## src/rtl/umidade_classificador.sv

```systemverilog
// umidade_classificador
// Turns raw humidity samples into a 2-bit humidity level U (0 = dry .. 3 = saturated).
// It averages a window of 2^N_LOG2 samples and classifies the average against
// LIM1/LIM2/LIM3. A watchdog raises a sticky erro_sensor flag when the sensor goes silent.
// Optional feature: define UMIDADE_HIST_EN to enable a +/-HIST hysteresis band on each
// threshold. Without it the block does pure threshold classification.

module umidade_classificador #(
   parameter int W       = 8,
   parameter int N_LOG2  = 2,
   parameter int LIM1    = 64,
   parameter int LIM2    = 128,
   parameter int LIM3    = 192,
   parameter int HIST    = 8,
   parameter int TIMEOUT = 1000
) (
   input  logic         clk,
   input  logic         reset,
   input  logic         amostra_valida,
   input  logic [W-1:0] amostra,
   output logic [1:0]   U,
   output logic         U_valido,
   output logic         mudou,
   output logic         erro_sensor
);

   // Accumulator width: W+N_LOG2 bits holds the sum of a full window without overflow
   localparam int AW = W + N_LOG2;

`ifdef UMIDADE_HIST_EN
   localparam int HIST_EF = HIST;
`else
   // Hysteresis disabled: the band collapses to zero, so the up and down thresholds coincide
   localparam int HIST_EF = HIST * 0;
`endif

   // Up thresholds (LIMk + HIST) and down thresholds (LIMk - HIST), widened to the accumulator width
   localparam logic [AW-1:0] SOBE1  = AW'(LIM1 + HIST_EF);
   localparam logic [AW-1:0] SOBE2  = AW'(LIM2 + HIST_EF);
   localparam logic [AW-1:0] SOBE3  = AW'(LIM3 + HIST_EF);
   localparam logic [AW-1:0] DESCE1 = AW'(LIM1 - HIST_EF);
   localparam logic [AW-1:0] DESCE2 = AW'(LIM2 - HIST_EF);
   localparam logic [AW-1:0] DESCE3 = AW'(LIM3 - HIST_EF);

   localparam logic [N_LOG2-1:0] CNT_MAX = '1;
   localparam logic [N_LOG2-1:0] CNT_ONE = N_LOG2'(1);

   localparam int WD_W = (TIMEOUT > 1) ? $clog2(TIMEOUT) : 1;
   localparam logic [WD_W-1:0] WD_MAX = WD_W'(TIMEOUT - 1);
   localparam logic [WD_W-1:0] WD_ONE = WD_W'(1);

   // Level FSM states; the encoding is the level value driven on U
   localparam logic [1:0] NIVEL0 = 2'd0;
   localparam logic [1:0] NIVEL1 = 2'd1;
   localparam logic [1:0] NIVEL2 = 2'd2;
   localparam logic [1:0] NIVEL3 = 2'd3;

   logic [AW-1:0]     acc;
   logic [N_LOG2-1:0] cnt;
   logic [WD_W-1:0]   wd;
   logic [1:0]        nivel;

   logic [AW-1:0]     soma;
   logic [AW-1:0]     media;
   logic [1:0]        sobe;
   logic [1:0]        desce;
   logic [1:0]        nivel_prox;
   logic              fecha_janela;
   logic              expira;

   // Sum including the incoming sample, and the truncated window average
   always_comb begin
      soma  = acc + {{N_LOG2{1'b0}}, amostra};
      media = soma >> N_LOG2;
   end

   // Count the thresholds crossed upward and downward, then pick the next level
   always_comb begin
      sobe  = {1'b0, media >= SOBE1} + {1'b0, media >= SOBE2} + {1'b0, media >= SOBE3};
      desce = {1'b0, media >= DESCE1} + {1'b0, media >= DESCE2} + {1'b0, media >= DESCE3};
      nivel_prox = nivel;
      if (sobe > nivel) begin
         nivel_prox = sobe;
      end else if (desce < nivel) begin
         nivel_prox = desce;
      end
      case (nivel_prox)
         NIVEL0:  nivel_prox = NIVEL0;
         NIVEL1:  nivel_prox = NIVEL1;
         NIVEL2:  nivel_prox = NIVEL2;
         default: nivel_prox = NIVEL3;
      endcase
   end

   // A window closes on its last sample. The watchdog expires only when no sample arrives on its last cycle
   always_comb begin
      fecha_janela = amostra_valida && (cnt == CNT_MAX);
      expira       = !amostra_valida && (wd == WD_MAX);
   end

   // Accumulator, window counter and watchdog. An expiry drops the partial window
   always_ff @(posedge clk or posedge reset) begin
      if (reset) begin
         acc <= '0;
         cnt <= '0;
         wd  <= '0;
      end else if (amostra_valida) begin
         wd <= '0;
         if (fecha_janela) begin
            acc <= '0;
            cnt <= '0;
         end else begin
            acc <= soma;
            cnt <= cnt + CNT_ONE;
         end
      end else if (expira) begin
         acc <= '0;
         cnt <= '0;
         wd  <= '0;
      end else begin
         wd <= wd + WD_ONE;
      end
   end

   // Level FSM: it moves only at window close. The valid/changed pulses last one cycle after the close
   always_ff @(posedge clk or posedge reset) begin
      if (reset) begin
         nivel    <= NIVEL0;
         U_valido <= 1'b0;
         mudou    <= 1'b0;
      end else begin
         U_valido <= fecha_janela;
         mudou    <= fecha_janela && (nivel_prox != nivel);
         if (fecha_janela) begin
            nivel <= nivel_prox;
         end
      end
   end

   // Sticky sensor error: the watchdog sets it, and only a complete window clears it
   always_ff @(posedge clk or posedge reset) begin
      if (reset) begin
         erro_sensor <= 1'b0;
      end else if (fecha_janela) begin
         erro_sensor <= 1'b0;
      end else if (expira) begin
         erro_sensor <= 1'b1;
      end
   end

   assign U = nivel;

endmodule
```

## config.mk

```make
export PLATFORM = sky130hd
export DESIGN_NAME = umidade_classificador
export DESIGN_NICKNAME = d
export VERILOG_FILES = /design/src/rtl/umidade_classificador.sv
export SDC_FILE = /design/constraint.sdc
export NUM_CORES = 1
export LEC_CHECK = 0
export ABC_AREA = 1
export BUFFER_PORTS_ARGS = -buffer_cell sky130_fd_sc_hd__buf_2
export CORE_ASPECT_RATIO = 1.75
export CORE_MARGIN = 3
export CORE_UTILIZATION = 40
export CTS_BUF_LIST = sky130_fd_sc_hd__clkbuf_8
export DETAILED_ROUTE_END_ITERATION = 16
export PLACE_DENSITY_LB_ADDON = 0.15
export SLEW_MARGIN = 30
export SYNTH_ARGS = -nofsm -noshare
export SYNTH_HDL_FRONTEND = slang
export SYNTH_SLANG_ARGS = --single-unit
```

## constraint.sdc

```tcl
create_clock -name clk -period 7.7 [get_ports clk]
set_clock_uncertainty 0.15 [all_clocks]
set_input_delay 0 -clock clk [delete_from_list [all_inputs] [get_ports clk]]
set_output_delay 0 -clock clk [all_outputs]
set_load 0.005 [all_outputs]
```

==> results.md, run 1 <==
* Finished Layout Cells at between 200 and 300
* Clk slew on worst S/H paths at ~0.090 ns
* PwrDens at between 300 and 400 nW/µm²
* Clk Latency, worst-skew pair at 0.27 ns
* Critical path buffers and inverters at 4
* Die height at between 90 and 100 µm
* Setup crit start kind: flip-flop
* Placed cell count at ~280
* CP max stage cell: fa_1
* Port Buffers at 15
* Root Buffer: clkbuf_8
* Synth top area share at 40.2%
* Global placement routability congestion at between 0.8 and 0.9
* Post-Syn Area per Cell at ~7.7 µm²
* Most frequent cells in the layout: 62 x nand2_1, 28 x inv_1, 27 x dfrtp_1
* Layout area overhead at 12.0%
* Top delay family on crit path: adder cells
* CP max stage delay at around 0.47 ns
* Gate Count Post-Synth at 217
* Arrival @ worst endpoint at roughly 3.3 ns
* CTS max path bufs at 2
* Vias in the first global route at roughly 1400
* Slew @ Worst Pin at 0.875 ns
* Peak VDD IR at 0.157 mV
* GRT overflow at 0
* Post-synth cell types at 28
* Post-DP HPWL at 2600 µm
* Die width at between 50 and 60 µm
* Tcrit/Tclk final at a little over two fifths
* First-pass GRT wire length at 5870 µm
* WS Path Type: reg -> reg
* Mapped cell area at around 1700 µm²
* Layout cells sized above 1 at between 10% and 20%
* Finished Cell Area at around 1900 µm²
* CP cell instances: ha_1, inv_1, fa_1, inv_1, nand3_1, nand2_1, nand2_1, nand2_1, nand2_1, nand2_1, nand2_1, fa_1, ha_1, inv_1, o21bai_1, a31oi_1, o21ai_0, inv_1
* TritonCTS clock tree: done
* Ant diodes at 0
* # DRC at 0
* Synth area leader: dfrtp_1
* TritonCTS buffer count at 3
* Total Power at between 0.6 and 0.7 mW
* Top cells by area, synth: dfrtp_1 40%, nand2_1 14%, ha_1 9.7%
* Clock sink count at 27
* Critical Path End Type: flip-flop
* Num rows at 30
* Initial drt markers at 29
* WP data required at between 7 and 8 ns
* Final Hold Fails at 0
* Sequential fraction of the synthesis area at between 40 and 50%
* Setup TNS at 0 ns
* Total Nets Final at between 200 and 300
* RSZ-0062 raised after global routing: no
* Most used cell, CP: nand2_1
* Final-report max-slew violation count at 0
* CP max FO at 4
* Post-CTS setup buffer count at 0
* Commonest non-fill, non-tap cell in the layout: nand2_1
* Max Clk Rate at roughly 0.30 GHz
* Final wirelength at about 3300 µm
* DIE AREA at ~5000 µm²
* WL per Instance at about 12 µm
* Vias/cell at slightly below 5
* GRT Util Overall at between 15 and 20%
* YS warnings at 0
* Detailed Routing Iterations Pass 1 at 6
* Total number of vias at between 1000 and 1500
* Initial Util at approximately 42%
* H-Tree Depth at 1
* Worst min path class: in -> reg
* DRT antenna net count at 0
* Core area at roughly 4000 µm²
* Syn Nets at roughly 240
* Post-layout min period at ~3.3 ns
* I/O pin count at 16
* Placed Area at 1810 µm²
* Synth Register Bits at 27
* Status: finished, final reports clean
* Max Cap Viol at 0
* Final setup vio count at 0
* Slew headroom at 41.5%
* LEAKAGE at ~1 nW
* Largest net degree at the start of global routing at 28
* Initial antenna violation count at 0
state kept, by name, indices dropped and copies added, names as in the netlist:
register,cells
U,2
U_valido,1
acc,10
cnt,2
erro_sensor,1
mudou,1
wd,10
per-stage QoR:
step / setup slack, ns / util [%] / hold slack, ns
CTS: 4.36 / 47.3 / 0.0406
detailed placement: 4.38 / 45.4 / -0.0666
global placement: 4.48 / 45.4 / -0.0625
finish: 4.37 / 47.3 / 0.0426
global route: 4.07 / 47.3 / 0.0549
floorplan: 4.66 / - / -0.0973
what timing repair did:
item / 4_1_cts / 5_1_grt
endpoints found under the setup margin: 0 / 0
hold endpoints to repair: 35 / 0
hold buffers: 3 / 0
gates resized for setup: 0 / 0
logic make-up after synthesis:
family                   count (synthesis)  synth area share (%)
flip-flops                              27                  40.2
adder cells (fa/ha/maj)                 15                  12.1
AND/OR/NAND/NOR                        116                  30.2
AO/OA/AOI/OAI                           27                  9.16
XOR/XNOR                                 2                  1.04
buffers and inverters                   30                  7.37
layout make-up:
class | count | area [µm²]
Sequential cell | 27 | 676
Timing Repair Buffer | 19 | 113
Fill cell | 433 | 2100
Multi-Input combinational cell | 160 | 881
Inverter | 28 | 108
Clock buffer | 3 | 41.3
Tap cell | 48 | 60.1
Clock inverter | 1 | 3.75
per-layer routing:
layer	vias to the layer above	GRT usage (%)	routed length (µm)
li1	743	-	-
met1	630	17.4	1380
met2	19	27.6	1820
met3	6	1.79	82
met4	0	7.51	63
met5	-	0	0
worst reg2reg max path: stages (launching register included):
cell and delay, ns:
dfrtp_1 0.35, ha_1 0.18, inv_1 0.06, fa_1 0.39, inv_1 0.10, nand3_1 0.07, nand2_1 0.13, nand2_1 0.08
nand2_1 0.07, nand2_1 0.06, nand2_1 0.08, nand2_1 0.08, fa_1 0.47, ha_1 0.36, inv_1 0.05, o21bai_1 0.20
a31oi_1 0.13, o21ai_0 0.15, inv_1 0.05
path summary, 6_finish.rpt:
| path | startpoint | slack [ns] | cells past startpoint | end |
|---|---|---|---|---|
| setup / recovery | acc[0] | 4.37 | 18 | U[0] |
| hold / removal | amostra[1] | 0.04 | 4 | acc[1] |
| setup reg to reg | acc[0] | 4.37 | 18 | U[0] |
| hold reg to reg | acc[0] | 0.33 | 2 | acc[0] |
| max in group asynchronous | reset | 6.95 | 4 | wd[8] |
| min in group asynchronous | reset | 0.18 | 4 | acc[4] |
where the power goes:
| group | internal [mW] | total [mW] | switching (mW) |
|---|---|---|---|
| combinational | 0.139 | 0.351 | 0.212 |
| clock | 0.0357 | 0.0774 | 0.0417 |
| sequential | 0.181 | 0.206 | 0.0251 |
| total | 0.356 | 0.634 | 0.278 |
synth_stat cells:
cell type	number
nand3b_1	1
dfrtp_1	27
a31oi_1	1
nand2_4	1
nand2_2	3
nand2_1	62
buf_2	1
or2_2	1
fa_1	2
nand3_2	1
nor2_4	1
a21oi_1	12
nand4_1	4
nor3_2	1
o22ai_1	2
nand3_1	14
nor2_1	25
xor2_1	2
ha_1	13
nor3_1	2
buf_6	1
o21ai_0	7
o21a_1	1
o21ai_2	2
inv_1	27
inv_4	1
o21bai_1	1
a21boi_0	1
(Power assumes the default switching activity.)
==> run 2: changes to the inputs <==
Clock period 7.7 ns to 3.3 ns, I/O delays scaled along.
==> run 2 against run 1 <==
  * Clock power is 140% higher
  * Hold slack better by 0.0096 ns
  * Combinational power grew to 2.9 times the previous value
  * Sequential power is 140% higher
  * Routed wire length rose by 3.9%
  * Via count increased by 1.7%
  * Final cell count up 0.35%
  * Register-to-register slack worse by 4.2 ns
  * Sequential share of layout area down 1.2 points
  * First-iteration DRC count down 38%
  * Clock-buffer cell count did not move
  * Worst setup slack worse by 4.2 ns
==> results.md, run 2 (synthesis gave the netlist of run 1 again) <==
* Post-layout min period at 3.11 ns (-0.216 ns)
* First-pass GRT wire length at 6070 µm (+3.3%)
* Initial Util at 42.2% (unchanged)
* Largest net degree at the start of global routing at 28 (unchanged)
* CP cell instances: ha_2, inv_1, fa_2, inv_1, nand3_1, nand2_2, nand2_1, nand2_1, nand2_1, nand2_1, nand2_1, fa_2, inv_1, ha_4, a31oi_2, nand2_1, o21ai_1, inv_1
* TritonCTS clock tree: done
* Ant diodes at 0 (unchanged)
* Hold_sp: amostra[7]
* Final Hold Fails at 0 (unchanged)
* Max Clk Rate at 0.322 GHz (+6.9%)
* Initial antenna violation count at 0 (unchanged)
* Placed cell count at 279 (unchanged)
* Final-report max-slew violation count at 0 (unchanged)
* TritonCTS buffer count at 3 (unchanged)
* Vias in the first global route at 1448 (+1.5%)
* FF-to-FF path depth at 18 (unchanged)
* Arrival @ worst endpoint at 3.13 ns (-0.21 ns)
* Most frequent cells in the layout: 61 x nand2_1, 28 x inv_1, 27 x dfrtp_1
* WS Path Type: reg -> reg
* Biggest regs: acc (10), wd (10)
* RR Startpoint: acc[0]
* Slew @ Worst Pin at 0.801 ns (-0.0733 ns)
* Fill count at 431 (-0.46%)
* WL per Instance at 12.1 µm (+3.6%)
* DRT antenna net count at 0 (unchanged)
* Post-DP HPWL at 2610 µm (+0.29%)
* Layout area overhead at 16.0%
* Placed Area at 1810 µm² (unchanged)
* GRT overflow at 0 (unchanged)
* Worst r2r dst: U[0]
* Die height at 91.7 µm (unchanged)
* Tcrit/Tclk final at 94.2% (+51 points)
* Finished Cell Area at 1950 µm² (+3.6%)
* Detailed Routing Iterations Pass 1 at 4 (-2)
* LEAKAGE at 1.02 nW (+0.32%)
* Die width at 55.0 µm (unchanged)
* Global placement routability congestion at 0.832 (-0.50%)
* Commonest non-fill, non-tap cell in the layout: nand2_1
* Final setup vio count at 0 (unchanged)
* CP max FO at 3 (-1)
* Setup crit start kind: flip-flop
* Peak VDD IR at 0.509 mV (+230%)
* DIE AREA at 5050 µm² (unchanged)
* GRT Util Overall at 15.9% (+0.23 points)
* Max Cap Viol at 0 (unchanged)
* Layout cells sized above 1 at 17.6% (+5.0 points)
* Port Buffers at 15 (unchanged)
* Total Nets Final at 266 (+0.38%)
* Initial drt markers at 18 (-38%)
* CTS max path bufs at 2 (unchanged)
* CP max stage cell: fa_2
* Slew headroom at 46.4% (+4.9 points)
* Critical Path End Type: flip-flop
* Worst min path class: in -> reg
* Clk Latency, worst-skew pair at 0.27 ns (about the same)
* Total Power at 1.68 mW (+170%)
* Setup TNS at 0 ns (unchanged)
* WP data required at 3.32 ns (-4.39 ns)
* R2R Setup Slk at 0.19 ns (-4.18 ns)
* H-Tree Depth at 1 (unchanged)
* Num rows at 30 (unchanged)
* Top delay family on crit path: adder cells
* Status: finished, final reports clean
* I/O pin count at 16 (unchanged)
* Finished Layout Cells at 287 (+0.35%)
* Final hold slack at 0.0522 ns (+0.00959 ns)
* Clk slew on worst S/H paths at 0.09 ns (about the same)
* # DRC at 0 (unchanged)
* Critical path buffers and inverters at 4 (unchanged)
* Hold path endpoint: acc[7]
* Final wirelength at 3480 µm (+3.9%)
* Clock sink count at 27 (unchanged)
* CP max stage delay at 0.56 ns (+0.09 ns)
* Core area at 3980 µm² (unchanged)
* Total number of vias at 1422 (+1.7%)
* Root Buffer: clkbuf_8
* Most used cell, CP: nand2_1
* Hold path depth at 5 (+1)
* PwrDens at 864 nW/µm² (+160%)
* Vias/cell at 4.95 (+1.4%)
run 2: changes by cell type in the layout (fill, tap and decap cells not counted), sizes merged:
cell  previous run  this run
buf             16        17
run 2: layout make-up:
cell class              count  area [µm²]  share of cell area (%)
repair buffers             20         120                    6.16
clock inverters             1        3.75                   0.193
flip-flops and latches     27         676                    34.7
inverters                  28         108                    5.52
multi-input cells         160         941                    48.3
clock buffers               3        41.3                    2.12
well taps                  48        60.1                    3.08
run 2: per-layer routing:
layer / track usage, % / part of all wire (%) / vias to the layer above
met3: 1.46 / 2.3 / 4
met5: 0 / 0 / -
met4: 6.09 / 2.0 / 0
li1: - / - / 743
met2: 28.2 / 53 / 17
met1: 18.5 / 43 / 658
run 2: timing repair:
item / in CTS / in global routing
resized for setup: 2 / 13
setup endpoints to repair: 2 / 2
setup buffers: 0 / 1
hold buffers: 3 / 0
endpoints found under the hold margin: 35 / 0
pin swaps: 1 / 3
run 2: worst max path at each step:
| stage | from | endpoint | slack (ns) | cells past startpoint |
|---|---|---|---|---|
| after floorplan | acc[0] | U[0] | 0.26 | 18 |
| after global placement | acc[0] | U[0] | 0.07 | 18 |
| after detailed placement | acc[0] | U[0] | -0.004 | 18 |
| after CTS | acc[0] | U[0] | 0.05 | 18 |
| after global routing | acc[0] | U[0] | -0.03 | 18 |
| final | acc[0] | U[0] | 0.19 | 18 |
run 2: per-stage QoR:
stage / util, % / worst slack (ns)
after global routing: 49.0 / -0.0332
after global placement: 45.4 / 0.0748
after detailed placement: 45.4 / -0.00441
final: 49.0 / 0.191
after CTS: 47.7 / 0.0529
after floorplan: - / 0.260
run 2: worst min-delay path: cells and delay by family:
| kind | cells | cell delay, ns |
|---|---|---|
| fa+ha+maj | 1 | 0.19 |
| simple gates | 3 | 0.18 |
| buf+inv | 1 | 0.08 |
run 2: report_power, final:
group          leakage (nW)  switching [mW]  internal (mW)
sequential            0.351          0.0652          0.423
clock                0.0269           0.102         0.0834
combinational         0.644           0.566          0.445
total                  1.02           0.733          0.951
